[src/rtl/display_scan_controller_pkg.sv]
// -----------------------------------------------------------------------------
// display_pkg
//   Shared definitions for the 4-digit multiplexed display scanner:
//   FSM state encoding, message (screen) codes, the all-off anode pattern
//   and small helpers used by the controller and its counters.
// -----------------------------------------------------------------------------
package display_pkg;

    typedef enum logic [1:0] {
        ST_OFF  = 2'd0,
        ST_GAP  = 2'd1,
        ST_SHOW = 2'd2
    } state_t;

    typedef logic [2:0] msg_t;

    localparam msg_t MSG_S0 = 3'd0;
    localparam msg_t MSG_S1 = 3'd1;
    localparam msg_t MSG_S2 = 3'd2;
    localparam msg_t MSG_S3 = 3'd3;
    localparam msg_t MSG_S4 = 3'd4;

    localparam logic [3:0] ANODO_OFF = 4'b1111;

    // Counter width for a modulo-n counter; a modulus of 1 still needs one bit.
    function automatic int unsigned cnt_width(input int unsigned n);
        return (n <= 1) ? 1 : $clog2(n);
    endfunction

    // Active-low anode pattern lighting only digit idx.
    function automatic logic [3:0] anodo_digito(input logic [1:0] idx);
        logic [3:0] one;
        one = 4'b0001;
        return ~(one << idx);
    endfunction

endpackage

[src/rtl/display_scan_controller_if.sv]
// -----------------------------------------------------------------------------
// display_scan_controller_if
//   Message-change handshake between a requester and the scan controller.
//     msg_req    : requester holds high until msg_ack
//     msg_codigo : requested screen code
//     msg_ack    : one-cycle pulse when the request is committed
//     msg_atual  : screen code currently driven to the segment decoders
//   master = requester side, slave = scan controller side.
// -----------------------------------------------------------------------------
interface display_scan_controller_if;
    import display_pkg::*;

    logic msg_req;
    msg_t msg_codigo;
    logic msg_ack;
    msg_t msg_atual;

    modport master (
        output msg_req,
        output msg_codigo,
        input  msg_ack,
        input  msg_atual
    );

    modport slave (
        input  msg_req,
        input  msg_codigo,
        output msg_ack,
        output msg_atual
    );

endinterface

[src/rtl/display_scan_controller_contador_modulo.sv]
// -----------------------------------------------------------------------------
// contador_modulo
//   Modulo-N up counter with synchronous clear and enable.
//     clk, rst_n : clock, asynchronous active-low reset
//     i_en       : advance one step (wraps N-1 -> 0)
//     i_clr      : synchronous clear, has priority over i_en
//     o_tc       : terminal count (count == N-1)
// -----------------------------------------------------------------------------
module contador_modulo
    import display_pkg::*;
#(
    parameter int unsigned N = 4,
    parameter int unsigned W = cnt_width(N)
) (
    input  logic clk,
    input  logic rst_n,
    input  logic i_en,
    input  logic i_clr,
    output logic o_tc
);

    logic [W-1:0] r_count;

    assign o_tc = (r_count == W'(N - 1));

    always_ff @(posedge clk or negedge rst_n) begin
        if (!rst_n) begin
            r_count <= '0;
        end else if (i_clr) begin
            r_count <= '0;
        end else if (i_en) begin
            r_count <= o_tc ? '0 : r_count + W'(1);
        end
    end

endmodule

[src/rtl/display_scan_controller.sv]
// -----------------------------------------------------------------------------
// display_scan_controller
//   Scans a 4-digit common-anode display: each digit is preceded by GAP
//   dead-time cycles (all anodes off) and then lit for PRESCALE cycles.
//   Handles message-change requests (committed only at frame boundaries so a
//   frame never mixes two screens) and optional frame-based blinking.
//   Ports:
//     clock, reset_n   : clock, asynchronous active-low reset
//     habilita         : scan enable; 0 blanks display
//     piscar           : blink enable
//     msg_bus (slave)  : msg_req/msg_codigo in, msg_ack/msg_atual out
//     saida1Contador   : digit index MSB
//     saida2Contador   : digit index LSB
//     anodo            : active-low digit enables
//     quadro_fim       : one-cycle pulse at each 4-digit frame end
// -----------------------------------------------------------------------------
module display_scan_controller
    import display_pkg::*;
#(
    parameter int unsigned PRESCALE     = 50000,
    parameter int unsigned GAP          = 16,
    parameter int unsigned BLINK_FRAMES = 64
) (
    input  logic                            clock,
    input  logic                            reset_n,
    input  logic                            habilita,
    input  logic                            piscar,
    display_scan_controller_if.slave        msg_bus,
    output logic                            saida1Contador,
    output logic                            saida2Contador,
    output logic [3:0]                      anodo,
    output logic                            quadro_fim
);

    state_t     r_state;
    logic [1:0] r_idx;
    logic [3:0] r_anodo;
    logic       r_quadro_fim;
    msg_t       r_msg_atual;
    logic       r_msg_ack;
    logic       r_pend_valid;
    msg_t       r_pend_code;
    logic       r_fase;

    logic       w_clr;
    logic       w_in_gap;
    logic       w_in_show;
    logic       w_gap_tc;
    logic       w_show_tc;
    logic       w_blink_tc;
    logic       w_frame_end;
    logic       w_commit;
    logic       w_capture;
    logic [3:0] w_anodo_show;

    assign w_clr     = ~habilita;
    assign w_in_gap  = (r_state == ST_GAP);
    assign w_in_show = (r_state == ST_SHOW);

    // Timing counters only run in their own state; each wraps to 0 on the
    // cycle it hands over, so no explicit clear is needed on state change.
    contador_modulo #(.N(GAP)) u_gap_cnt (
        .clk   (clock),
        .rst_n (reset_n),
        .i_en  (w_in_gap),
        .i_clr (w_clr),
        .o_tc  (w_gap_tc)
    );

    contador_modulo #(.N(PRESCALE)) u_show_cnt (
        .clk   (clock),
        .rst_n (reset_n),
        .i_en  (w_in_show),
        .i_clr (w_clr),
        .o_tc  (w_show_tc)
    );

    contador_modulo #(.N(BLINK_FRAMES)) u_blink_cnt (
        .clk   (clock),
        .rst_n (reset_n),
        .i_en  (w_frame_end),
        .i_clr (w_clr),
        .o_tc  (w_blink_tc)
    );

    assign w_frame_end = habilita && w_in_show && w_show_tc && (r_idx == 2'd3);

    // Commit uses the already-registered pending flag, so a request captured
    // on a frame-end edge waits for the next frame end. r_msg_ack blocks
    // re-capture on the edge where the requester is still holding msg_req.
    assign w_commit  = r_pend_valid && (w_frame_end || (r_state == ST_OFF));
    assign w_capture = msg_bus.msg_req && !r_pend_valid && !r_msg_ack;

    assign w_anodo_show = (piscar && r_fase) ? ANODO_OFF : anodo_digito(r_idx);

    always_ff @(posedge clock or negedge reset_n) begin
        if (!reset_n) begin
            r_state      <= ST_OFF;
            r_idx        <= '0;
            r_anodo      <= ANODO_OFF;
            r_quadro_fim <= 1'b0;
            r_msg_atual  <= MSG_S0;
            r_msg_ack    <= 1'b0;
            r_pend_valid <= 1'b0;
            r_pend_code  <= MSG_S0;
            r_fase       <= 1'b0;
        end else begin
            r_quadro_fim <= w_frame_end;
            r_msg_ack    <= w_commit;

            if (w_commit) begin
                r_msg_atual  <= r_pend_code;
                r_pend_valid <= 1'b0;
            end else if (w_capture) begin
                r_pend_valid <= 1'b1;
                r_pend_code  <= msg_bus.msg_codigo;
            end

            if (!habilita) begin
                r_fase <= 1'b0;
            end else if (w_frame_end && w_blink_tc) begin
                r_fase <= ~r_fase;
            end

            if (!habilita) begin
                r_state <= ST_OFF;
                r_idx   <= '0;
                r_anodo <= ANODO_OFF;
            end else begin
                unique case (r_state)
                    ST_OFF: begin
                        r_state <= ST_GAP;
                        r_anodo <= ANODO_OFF;
                    end
                    ST_GAP: begin
                        if (w_gap_tc) begin
                            r_state <= ST_SHOW;
                            r_anodo <= w_anodo_show;
                        end
                    end
                    ST_SHOW: begin
                        if (w_show_tc) begin
                            r_state <= ST_GAP;
                            r_idx   <= r_idx + 2'd1;
                            r_anodo <= ANODO_OFF;
                        end else begin
                            // Refreshed every cycle so piscar takes effect mid-digit.
                            r_anodo <= w_anodo_show;
                        end
                    end
                    default: begin
                        r_state <= ST_OFF;
                        r_idx   <= '0;
                        r_anodo <= ANODO_OFF;
                    end
                endcase
            end
        end
    end

    assign saida1Contador    = r_idx[1];
    assign saida2Contador    = r_idx[0];
    assign anodo             = r_anodo;
    assign quadro_fim        = r_quadro_fim;
    assign msg_bus.msg_atual = r_msg_atual;
    assign msg_bus.msg_ack   = r_msg_ack;

endmodule

[src/flat_wrapper.sv]
// flat-port wrapper written by rule: the top's interface ports become plain ports
module display_scan_controller_flat import display_pkg::*;
#(
    parameter int unsigned PRESCALE     = 50000,
    parameter int unsigned GAP          = 16,
    parameter int unsigned BLINK_FRAMES = 64
)
  (clock, reset_n, habilita, piscar, saida1Contador, saida2Contador, anodo, quadro_fim, msg_bus_msg_req, msg_bus_msg_codigo, msg_bus_msg_ack, msg_bus_msg_atual);
  display_scan_controller_if msg_bus_i ();
  input  logic clock;
  input  logic reset_n;
  input  logic habilita;
  input  logic piscar;
  output logic saida1Contador;
  output logic saida2Contador;
  output logic [3:0] anodo;
  output logic quadro_fim;
  input wire logic [$bits(msg_bus_i.msg_req)-1:0] msg_bus_msg_req;
  input wire logic [$bits(msg_bus_i.msg_codigo)-1:0] msg_bus_msg_codigo;
  output wire logic [$bits(msg_bus_i.msg_ack)-1:0] msg_bus_msg_ack;
  output wire logic [$bits(msg_bus_i.msg_atual)-1:0] msg_bus_msg_atual;
  assign msg_bus_i.msg_req = msg_bus_msg_req;
  assign msg_bus_i.msg_codigo = msg_bus_msg_codigo;
  assign msg_bus_msg_ack = msg_bus_i.msg_ack;
  assign msg_bus_msg_atual = msg_bus_i.msg_atual;
  display_scan_controller #(.PRESCALE(PRESCALE), .GAP(GAP), .BLINK_FRAMES(BLINK_FRAMES)) u_core (.clock(clock), .reset_n(reset_n), .habilita(habilita), .piscar(piscar), .msg_bus(msg_bus_i), .saida1Contador(saida1Contador), .saida2Contador(saida2Contador), .anodo(anodo), .quadro_fim(quadro_fim));
endmodule
[config.mk]
export PLATFORM = sky130hd
export DESIGN_NAME = display_scan_controller_flat
export DESIGN_NICKNAME = d
export VERILOG_FILES = /design/src/rtl/display_scan_controller_pkg.sv /design/src/rtl/display_scan_controller_if.sv /design/src/rtl/display_scan_controller_contador_modulo.sv /design/src/rtl/display_scan_controller.sv /design/src/flat_wrapper.sv
export SDC_FILE = /design/constraint.sdc
export NUM_CORES = 1
export LEC_CHECK = 0
export CORE_ASPECT_RATIO = 2
export CORE_MARGIN = 2
export CORE_UTILIZATION = 45
export CTS_CLUSTER_SIZE = 28
export DETAILED_ROUTE_END_ITERATION = 10
export SYNTH_ARGS = -nofsm -noshare
export SYNTH_HDL_FRONTEND = slang
export SYNTH_SLANG_ARGS = --single-unit
[constraint.sdc]
create_clock -name clock -period 4.8 [get_ports clock]
set_input_delay 0.96 -clock clock [delete_from_list [all_inputs] [get_ports clock]]
set_output_delay 0.96 -clock clock [all_outputs]
set_load 0.02 [all_outputs]
==> results.toml <==
[die]
io_pins = 19
die-area_sq_um = 5850
row_count = 37
die_w_um = 55.1
initial_utilization_pct = 46.1
fp.dieH_um = 106
coreArea_sq_um = 5090

[power]
cellInternalPower_w = 0.000774
p_switching_w = 0.000374
ir_drop_uv = 242
p_seq_share_pct = 43.1
p_leak_nw = 1.16
p_comb_share_pct = 32.2
p_per_area_nw_per_um2 = 430
clkPwrFrac_pct = 24.7
swShare_pct = 32.6

[setup_path]
slowest_delay_ns = 0.69
start_kind = "input pin"
cp_slowest_cell = "nor2_1"
crit_chain = "clkdlybuf4s50_1 -> buf_4 -> nand2_1 -> nor2_1 -> o21ai_0 -> a31oi_1"
critPathBufInv = 2
end_kind = "flop"
required_ns = 5.02
path_delay_family = "simple AND/OR/NAND/NOR gates"
worstPathArrival_ns = 2.92
crit_type = "in -> reg"
critPathMaxFanout = 24

[timing]
timing.fmax_mhz = 370
hold_viol = 0
finalSetupViolCount = 0
slew_headroom_pct = 34.9
slew_viol_final = 0
layout_min_cycle_time_ns = 2.71
skew_ns = 0.00514
rsz0062_at_grt = "no"
post-route-period-util_pct = 56.4
worst_slew_pin_slew_ns = 0.976
tns_ns = 0

[layout]
final_layout_size_suffix_gt1_share_pct = 9.69
final.fill_count = 491
synthToLayoutAreaGrowth_pct = 13.6
fin_area_sq_um = 2670
utilization_pct = 52.4
fin_nets = 276
n_antenna_cell = 0

[placement]
gp_congestion = 0.829
port-buffer-count = 18
hpwlAfterDp_mm = 3.81
dpl_cell_area_sq_um = 2560

[detailed_routing]
wl_per_cell_um = 16.3
via_count = 1794
wl_mm = 5.17
ant_nets = 0
via_per_inst = 5.68
drc_errors = 0
firstDrtPassIters = 4
first_iter_violations = 18

[synthesis]
ys_types = 51
synthMostInstantiatedCell = "dfrtp_1"
yosys_warnings = 0
postSynthAreaPerCell_sq_um = 9.79
synth_area_leader_cell = "dfrtp_1"
synthFlopType = "dfrtp_1"
ys_ff_latch = 44
syn_area_sq_um = 2350
async_reset_ff_share_pct = 100
synth_top_area_share_pct = 42.6
synth_area_leaders = "dfrtp_1 (43%), ha_1 (5.9%), nand2_1 (5.3%), dfstp_2 (4.5%), o21ai_0 (3.0%)"
synth_nets = 259
syn_inst = 240
synth_enable_flop_cells = 0
seq_area_frac_synth_pct = 47.1
synth_commonest_cells = "dfrtp_1 (40), nand2_1 (33), o21ai_0 (14)"

[grt]
antenna_found_initial = 0
grt_overflow = 0
grt_usage_pct = 20.4
grt_pass1_wl_mm = 8.72
grt_max_degree = 45
grt_pass1_vias = 1875

[run]
max-cap-violations = 0

[clocking]
clock_latency_ns = 0.29
numCtsBuffers = 5
cts_tree = "done"
h-tree-depth = 2
clock-sinks = 44
cts_buffer_depth = 2
cts_resized = 0
root_buffer = "clkbuf_8"
post_cts_buffers = 0
ctsHoldBuffers = 0
path_clk_slew_ns = 0.08

[status]
outcome = "finished clean"

[worst_hold_path]
hp-class = "reg -> reg"
[layout by cell type, fill, tap and decap left out, drive strengths merged, types with 6 or more instances in the layout]
master         Yosys  final
a21oi             11     11
a31oi              6      6
clkbuf             7      6
clkdlybuf4s50      0     17
dfrtp             40     40
ha                11     11
inv                9      9
mux2               6      6
nand2             33     33
nand2b             6      6
nand3             11     11
nor2              13     13
nor3               6      6
o21ai             18     18
[logic make-up (layout without fill, tap and decap cells)]
group                    Yosys count  count (layout)  synth area share [%]
XOR/XNOR                           3               3                  1.12
multiplexers                      11              11                  5.48
AO/OA/AOI/OAI                     51              51                  13.9
adder cells (fa/ha/maj)           11              11                  5.86
flip-flops                        44              44                  47.1
AND/OR/NAND/NOR                  102             102                  23.3
buffers and inverters             18              36                  3.25
[power groups by stage]
stage	logic [W]	registers, W	clock network [W]
floorplan	0.000204	0.000536	0
global placement	0.000370	0.000502	0
detailed placement	0.000374	0.000503	0
CTS	0.000377	0.000496	0.000290
global route	0.000407	0.000508	0.000303
finish	0.000370	0.000495	0.000283
[sequential cells by signal (all words and copies together), names as in the netlist]
name and flops:
u_core.r_fase 1, u_core.r_pend_valid 1, u_core.u_blink_cnt.r_count 6, u_core.u_show_cnt.r_count 16, u_core.r_pend_code 3, u_core.r_idx 2
u_core.msg_bus.msg_ack 1, u_core.u_gap_cnt.r_count 4, u_core.r_state 2, u_core.msg_bus.msg_atual 3, u_core.anodo 4, u_core.quadro_fim 1
[final cells by class]
type                            instances  area, sq um  share of cell area (%)
Sequential cell                        44         1110                    41.4
Inverter                                9         33.8                    1.27
Clock inverter                          2         35.0                    1.31
Clock buffer                            6         72.6                    2.72
Tap cell                               58         72.6                    2.72
Multi-Input combinational cell        178         1170                    43.7
Timing Repair Buffer                   19          183                    6.84
[routing by layer]
metal | vias to the layer above | routed length (um) | GRT usage, %
met2 | 26 | 2940 | 36.5
met4 | 0 | 155 | 9.41
met1 | 875 | 1970 | 22.2
met5 | - | 0 | 0
met3 | 11 | 103 | 2.53
li1 | 882 | - | -
[worst reg2reg max path, cell delays in order, from the launching register on]
cell and delay [ns]:
dfrtp_1 0.45, or4b_4 0.58, nor4_4 0.45, and2b_1 0.40, o21ai_4 0.14, mux2_4 0.32
[worst paths after layout]
check,slack (ns),cells past startpoint,from,endpoint
max reg2reg,2.36,5,u_core.u_show_cnt.r_count[5],u_core.msg_bus.msg_atual[2]
max,2.09,6,habilita,u_core.u_show_cnt.r_count[8]
min,0.48,1,u_core.u_blink_cnt.r_count[5],u_core.u_blink_cnt.r_count[5]
min reg2reg,0.48,1,u_core.u_blink_cnt.r_count[5],u_core.u_blink_cnt.r_count[5]
max in group asynchronous,3.37,1,reset_n,u_core.u_show_cnt.r_count[9]
min in group asynchronous,0.81,1,reset_n,u_core.u_blink_cnt.r_count[1]
[metrics by stage]
stage / hold slack (ns) / power [W] / instances / setup slack, ns
floorplan: 0.431 / 0.000740 / 240 / 2.70
global placement: 0.452 / 0.000872 / 308 / 1.80
detailed placement: 0.469 / 0.000878 / 308 / 1.77
CTS: 0.480 / 0.00116 / 316 / 2.11
global route: 0.521 / 0.00122 / 316 / 1.90
finish: 0.477 / 0.00115 / 316 / 2.09
Power figures use the tool's default switching activity.
